$ cat src/rtl/branch_predict_unit_pkg.sv
// Shared opcode header plus branch-predictor types and helpers.
package branch_predict_unit_pkg;

  localparam int unsigned OP_W  = 4;
  localparam int unsigned CTR_W = 2;
  localparam int unsigned CNT_W = 16;

  // Decode-stage opcodes
  localparam logic [OP_W-1:0] OP_NOP  = 4'h0;
  localparam logic [OP_W-1:0] OP_BEQ  = 4'h1;
  localparam logic [OP_W-1:0] OP_BNE  = 4'h2;
  localparam logic [OP_W-1:0] OP_JMP  = 4'h3;
  localparam logic [OP_W-1:0] OP_CALL = 4'h4;
  localparam logic [OP_W-1:0] OP_RET  = 4'h5;
  localparam logic [OP_W-1:0] OP_FOR  = 4'h6;

  // 2-bit saturating counter encodings; MSB is the taken prediction
  typedef enum logic [CTR_W-1:0] {
    CTR_SNT = 2'b00,
    CTR_WNT = 2'b01,
    CTR_WT  = 2'b10,
    CTR_ST  = 2'b11
  } ctr_t;

  // Branch class decoded from the opcode
  typedef struct packed {
    logic is_beq;
    logic is_bne;
    logic is_uncond;
  } br_dec_t;

  // Saturating step toward taken / not-taken
  function automatic ctr_t ctr_update(input ctr_t cur, input logic taken);
    ctr_t nxt;
    nxt = cur;
    case (cur)
      CTR_SNT: nxt = taken ? CTR_WNT : CTR_SNT;
      CTR_WNT: nxt = taken ? CTR_WT  : CTR_SNT;
      CTR_WT:  nxt = taken ? CTR_ST  : CTR_WNT;
      CTR_ST:  nxt = taken ? CTR_ST  : CTR_WT;
      default: nxt = CTR_WNT;
    endcase
    return nxt;
  endfunction

  // Classify a decode-stage opcode
  function automatic br_dec_t br_decode(input logic [OP_W-1:0] op);
    br_dec_t d;
    d.is_beq    = (op == OP_BEQ);
    d.is_bne    = (op == OP_BNE);
    d.is_uncond = (op == OP_JMP) | (op == OP_CALL) | (op == OP_RET) | (op == OP_FOR);
    return d;
  endfunction

endpackage

$ cat src/rtl/branch_predict_unit_pht_table.sv
// Pattern history table: 2-bit counters, one read port with write bypass,
// one read-modify-write update port, asynchronous reset to weakly not-taken.
module pht_table
  import branch_predict_unit_pkg::*;
#(
  parameter int unsigned DEPTH = 16,
  parameter int unsigned IDX_W = 4
) (
  input  logic             clk,
  input  logic             rst_n,
  input  logic [IDX_W-1:0] rd_idx,
  output ctr_t             rd_ctr_c,
  input  logic             wr_en,
  input  logic [IDX_W-1:0] wr_idx,
  input  logic             wr_taken
);

  ctr_t table_q [DEPTH];
  ctr_t wr_next_c;

  // Post-update value of the entry being trained
  always_comb begin
    wr_next_c = ctr_update(table_q[wr_idx], wr_taken);
  end

  // Read port returns the freshly trained value on an index collision
  always_comb begin
    rd_ctr_c = table_q[rd_idx];
    if (wr_en && (wr_idx == rd_idx)) begin
      rd_ctr_c = wr_next_c;
    end
  end

  // Counter storage
  always_ff @(posedge clk or negedge rst_n) begin
    if (!rst_n) begin
      for (int i = 0; i < int'(DEPTH); i++) begin
        table_q[i] <= CTR_WNT;
      end
    end else if (wr_en) begin
      table_q[wr_idx] <= wr_next_c;
    end
  end

endmodule

$ cat src/rtl/branch_predict_unit.sv
// Branch predictor / resolver: PHT-based fetch prediction, decode-stage
// BEQ/BNE resolution, fetch kill and not-taken redirect, mispredict counter.
module branch_predict_unit
  import branch_predict_unit_pkg::*;
#(
  parameter int unsigned DATA_W     = 16,
  parameter int unsigned PC_W       = 16,
  parameter int unsigned PHT_DEPTH  = 16,
  parameter int unsigned PREDICT_EN = 1
) (
  input  logic              clk,
  input  logic              rst_n,
  input  logic              stall,
  input  logic              if_valid,
  input  logic [PC_W-1:0]   if_pc,
  input  logic              id_valid,
  input  logic [OP_W-1:0]   id_op,
  input  logic [PC_W-1:0]   id_pc,
  input  logic [DATA_W-1:0] bus_a_fwd,
  input  logic [DATA_W-1:0] bus_b_fwd,
  output logic              pred_taken,
  output logic              kill,
  output logic              zero,
  output logic              redirect_nt,
  output logic [CNT_W-1:0]  mispredict_cnt
);

  localparam int unsigned IDX_W = (PHT_DEPTH > 1) ? $clog2(PHT_DEPTH) : 1;

  br_dec_t dec_c;
  logic    equal_c;
  logic    cond_c;
  logic    taken_c;
  logic    act_c;
  logic    unused_pc;

  // Upper PC bits (and fetch inputs in static mode) do not index the table
  assign unused_pc = ^{if_valid, if_pc, id_pc};

  // Decode-stage resolution
  always_comb begin
    dec_c   = br_decode(id_op);
    equal_c = (bus_a_fwd == bus_b_fwd);
    cond_c  = dec_c.is_beq | dec_c.is_bne;
    taken_c = (dec_c.is_beq & equal_c) | (dec_c.is_bne & ~equal_c);
    act_c   = rst_n & id_valid & ~stall;
  end

  // Operand-equality flag, forced low in reset
  assign zero = rst_n & cond_c & equal_c;

  if (PREDICT_EN != 0) begin : g_pred
    ctr_t rd_ctr_c;
    logic pred_q;

    pht_table #(
      .DEPTH (PHT_DEPTH),
      .IDX_W (IDX_W)
    ) u_pht (
      .clk      (clk),
      .rst_n    (rst_n),
      .rd_idx   (if_pc[IDX_W-1:0]),
      .rd_ctr_c (rd_ctr_c),
      .wr_en    (act_c & cond_c),
      .wr_idx   (id_pc[IDX_W-1:0]),
      .wr_taken (taken_c)
    );

    // Prediction travels with the fetched instruction into decode
    always_ff @(posedge clk or negedge rst_n) begin
      if (!rst_n) begin
        pred_q <= 1'b0;
      end else if (!stall) begin
        pred_q <= if_valid & rd_ctr_c[1];
      end
    end

    assign pred_taken = pred_q;
  end else begin : g_static
    assign pred_taken = 1'b0;
  end

  // Fetch kill and not-taken redirect
  always_comb begin
    kill        = 1'b0;
    redirect_nt = 1'b0;
    if (act_c) begin
      if (PREDICT_EN != 0) begin
        redirect_nt = cond_c & ~taken_c & pred_taken;
        kill        = dec_c.is_uncond | (cond_c & taken_c & ~pred_taken) | redirect_nt;
      end else begin
        kill = dec_c.is_uncond | (cond_c & taken_c);
      end
    end
  end

  // Saturating count of conditional-branch mispredicts
  always_ff @(posedge clk or negedge rst_n) begin
    if (!rst_n) begin
      mispredict_cnt <= '0;
    end else if (cond_c && (kill || redirect_nt) && (mispredict_cnt != '1)) begin
      mispredict_cnt <= mispredict_cnt + CNT_W'(1);
    end
  end

endmodule

$ cat config.mk
export PLATFORM = sky130hd
export DESIGN_NAME = branch_predict_unit
export DESIGN_NICKNAME = d
export VERILOG_FILES = /design/src/rtl/branch_predict_unit_pkg.sv /design/src/rtl/branch_predict_unit_pht_table.sv /design/src/rtl/branch_predict_unit.sv
export SDC_FILE = /design/constraint.sdc
export NUM_CORES = 1
export LEC_CHECK = 0
export CORE_ASPECT_RATIO = 1.2
export CORE_UTILIZATION = 30
export CTS_CLUSTER_DIAMETER = 60
export DETAILED_ROUTE_END_ITERATION = 10
export SLEW_MARGIN = 20
export SYNTH_ARGS = -nofsm -noshare
export SYNTH_HDL_FRONTEND = slang
export SYNTH_HIERARCHICAL = 1
export SYNTH_SLANG_ARGS = --single-unit
$ cat constraint.sdc
create_clock -name clk -period 4.7 [get_ports clk]
set_clock_uncertainty 0.1 [all_clocks]
set_input_delay 0.94 -clock clk [delete_from_list [all_inputs] [get_ports clk]]
set_output_delay 0.94 -clock clk [all_outputs]
set_load 0.02 [all_outputs]
# [After elaboration in Yosys (flattened, before gate mapping)]
# Cells that the tools add are included.
[totals] ff_bits=49 latch_bits=0 ram_bits=0 mem_bits_ro=0 inputBits=73 output_inout_bits=20 wordCells=82 memories=0
[classes] add_sub_neg=1 mul=0 n_div=0 n_lt_le_gt_ge=3 n_eq_ne=12 shifts=0 muxes=17 bitwise=25 reduce_logical=6
[op_table] operator="bitwise mux 32 bit" n=1
[op_table] operator="adder 16 x 1 -> 16 bit, second input constant" n=1
[op_table] operator="binary-select mux 2 bit (select 4 bit)" n=2
[op_table] operator="equality test 16 bit" n=1
[op_table] operator="two-way mux 2 bit" n=8
[op_table] operator="inequality test 16 bit, second input constant" n=1
[op_table] operator="AND 1 bit" n=12
[op_table] operator="equality test 4 x 3 -> 1 bit, second input constant" n=3
[op_table] operator=">= comparator 5 bit, second input constant" n=2
[op_table] operator="NOT 4 -> 5 bit" n=2
[op_table] operator="demux 2 bit (select 4 bit)" n=1
[op_table] operator="equality test 4 x 2 -> 1 bit, second input constant" n=2
[op_table] operator="one-hot mux 2 bit (4 select lines)" n=1
[op_table] operator="OR 1 bit" n=7
[op_table] operator="less-than comparator 5 x 1 -> 1 bit, second input constant" n=1
[op_table] operator="equality test 2 bit, second input constant" n=2
[op_table] operator="equality test 4 x 1 -> 1 bit, second input constant" n=1
[op_table] operator="equality test 4 bit" n=1
[op_table] operator="logical AND 1 bit" n=4
[op_table] operator="two-way mux 1 bit" n=4
[op_table] operator="NOT 1 bit" n=4
[op_table] operator="equality test 2 x 1 -> 1 bit, second input constant" n=1
[op_table] operator="zero test 2 bit" n=1
[op_table] operator="logical OR 1 bit" n=1

# [Logic depth before layout (Yosys ltp)]
[depth] depth_word=12 ltp_mapped=10 depth_no_buf=10

# [Hierarchy]
# Netlist, hierarchy kept.
[by_module_without_submodules] mod="pht_table" instances=1 cells_each=140 area_per_inst_um2=1959.4
[by_module_without_submodules] mod="branch_predict_unit" instances=1 cells_each=120 area_per_inst_um2=1275.0

# [Worst setup path after synthesis]
# No wires, ideal clock.
[synth_timing] kind="in2out" startpoint="in bus_b_fwd[3]" endpoint="out kill" arrival_time_ns=2.436 required_ns=3.660 slack_ns=1.224 path_stages=7 n_path_buf=0 path_cell_list="xor2_1 -> nor4_4 -> and4_4 -> xnor2_1 -> mux2_2 -> nor2_1 -> nor3_1"
[synth_between] elab_chain_cells=9
[synth_rtl] item="start: declaration" line_no="branch_predict_unit.sv:20" text="input logic [DATA_W-1:0] bus_b_fwd,"
[synth_rtl] item="equality test 16 bit *" line_no="branch_predict_unit.sv:43" text="equal_c = (bus_a_fwd == bus_b_fwd);"
[synth_rtl] item="NOT 1 bit" line_no="branch_predict_unit.sv:45" text="taken_c = (dec_c.is_beq & equal_c) | (dec_c.is_bne & ~equal_c);"
[synth_rtl] item="AND 1 bit" line_no="branch_predict_unit.sv:45"
[synth_rtl] item="OR 1 bit *" line_no="branch_predict_unit.sv:45"
[synth_rtl] item="AND 1 bit or NOT 1 bit (tied branches)"
[synth_rtl] item="AND 1 bit, on equally long branches" line_no="branch_predict_unit.sv:90, branch_predict_unit.sv:89"
[synth_rtl] item="OR 1 bit or AND 1 bit (tied branches)" line_no="branch_predict_unit.sv:90, branch_predict_unit.sv:89"
[synth_rtl] item="OR 1 bit *" line_no="branch_predict_unit.sv:90" text="kill = dec_c.is_uncond | (cond_c & taken_c & ~pred_taken) | redirect_nt;"
[synth_rtl] item="two-way mux 1 bit *" line_no="branch_predict_unit.sv:87" text="if (act_c) begin"
[synth_rtl] item="end: declaration" line_no="branch_predict_unit.sv:22" text="output logic kill,"
# Mark *: on every way between the ends. The rest lies on a longest branch, timed or not.

# [Worst setup path in the final report]
[layout_timing] startpoint="in bus_b_fwd[11]" endpoint="out kill"
# The elaborated chain is that of the path after synthesis.

==> out/metrics.yaml <==
cts:
  cts_root_buffer: "clkbuf_16"
  cts.sinks: 49
  clk_path_buf_depth: 2
  path_clk_slew_ps: 60
  cts-resized-gates: 0
  cts_tree: "yes"
  ctsHtreeMaxLevel: 2
  postCtsSetupRepairBufs: 0
  clock_latency_ps: 290
  cts_hold_repair.buffers: 0
  numCtsBuffers: 5
timing:
  worstMarginPinSlew_ps: 843
  hold-worst-slack_ps: 372
  fin_crit_ps: 4350
  final-setup-viol-count: 0
  drv_slew: 0
  fin_crit_sh: 0.925
  hold_viol: 0
  fin_tns_setup_ps: 0
  timing.fmax_mhz: 230
  rsz0062_at_grt: "false"
  maxSlewHeadroom: 0.437
layout:
  drive_gt1_frac: 0.306
  area_growth_pct: 30.6
  final_common_cell: "clkdlybuf4s50_1"
  finish.instance_area_um2: 4050
  design.final.nets: 390
  post-route-util: 0.404
  final_cell_mix: "67 x clkdlybuf4s50_1, 38 x mux2_2, 33 x dfrtp_1"
  antenna_cells: 0
pwr:
  p_per_area_nw_per_um2: 229
  leakage_uw: 0.00163
  finalPower_uw: 927
  peakVddDrop_uv: 121
global_route:
  first_global_vias: 2257
  grt_usage: 0.132
  antenna_found_initial: 0
  grtUsageMet1: 0.179
  grt_pass1_wl_mm: 11.1
  grt_max_degree: 47
  grt_busiest_layer: "met2"
  grt_use_met3: 0.0269
  overflow: 0
  grt_util_met2: 0.216
routing:
  wire_per_inst_um: 14.7
  firstDrtPassIters: 6
  vias: 2198
  wl_mm: 6.51
  drt_iter0_markers: 82
  via_per_inst: 4.96
  drc: 0
  ant_nets: 0
synthesis:
  synth_nets: 324
  yosys_warnings: 6
  syn_avg_cell_area_um2: 12.4
  synthCells: 250
  synth_area_um2: 3100
placement:
  portBuffers: 68
  hpwlAfterDp_mm: 5.04
  gp_congestion: 0.766
  placed_area_um2: 3890
floorplan:
  die_area_um2: 10700
  num_rows: 40
  die_h_um: 113
  pin_count: 93
  dieWidth_um: 94.8
  initial_utilization: 0.309
  core_area_um2: 10000
setup_path:
  required_ps: 3660
  critPathKind: "in2out"
  critPathMaxFanout: 4
  startpoint_type: "input port"
  worstPathArrival_ps: 3310
  cp-end-kind: "output port"
outcome:
  status: "finished, final reports clean"
flow_run:
  drv_cap: 0
hold_path:
  hold_class: "in2async"
registers in the layout (all words and copies together) (netlist names):
name / count
g_pred.u_pht/table_q: 32
mispredict_cnt: 16
pred_taken: 1
power breakdown:
group	internal [uW]	total, uW	switching [uW]
registers	427	432	5.19
clock network	201	360	159
logic	71.0	135	64.1
worst max-delay path: stages:
cell	delay, ps
clkdlybuf4s50_1	410
xor2_1	190
nor4_4	320
and4_4	290
xnor2_1	120
mux2_2	350
nor2_1	90
nor3_1	50
clkdlybuf4s50_1	550
final timing paths:
check                                  start                       end  slack [ps]  cells after the start
max in group asynchronous              rst_n  g_pred.u_pht/table_q[27]        3330                      2
hold / removal                         rst_n                pred_taken         370                      1
setup / recovery               bus_b_fwd[11]                      kill         350                      9
min in group clk           mispredict_cnt[9]         mispredict_cnt[9]         390                      1
setup reg to reg           mispredict_cnt[0]         mispredict_cnt[1]        2310                      7
hold reg to reg            mispredict_cnt[9]         mispredict_cnt[9]         390                      1
final cells by class:
| cell class | count | area, um^2 |
|---|---|---|
| Tap cell | 126 | 158 |
| Timing Repair Buffer | 72 | 706 |
| Fill cell | 977 | 5960 |
| Multi-Input combinational cell | 188 | 1790 |
| Clock buffer | 5 | 125 |
| Clock inverter | 3 | 26.3 |
| Sequential cell | 49 | 1250 |
routing by layer:
layer,part of all wire,vias up,routed length (um)
met5,0,-,0
met4,0.011,0,70
met3,0.048,6,311
met2,0.49,55,3210
met1,0.45,1079,2920
li1,-,1058,-
stage by stage:
stage,std cells,setup slack [ps]
global placement,435,350
CTS,443,312
floorplan,250,1220
detailed placement,435,322
finish,443,351
global route,443,214
(Power assumes the default switching activity.)
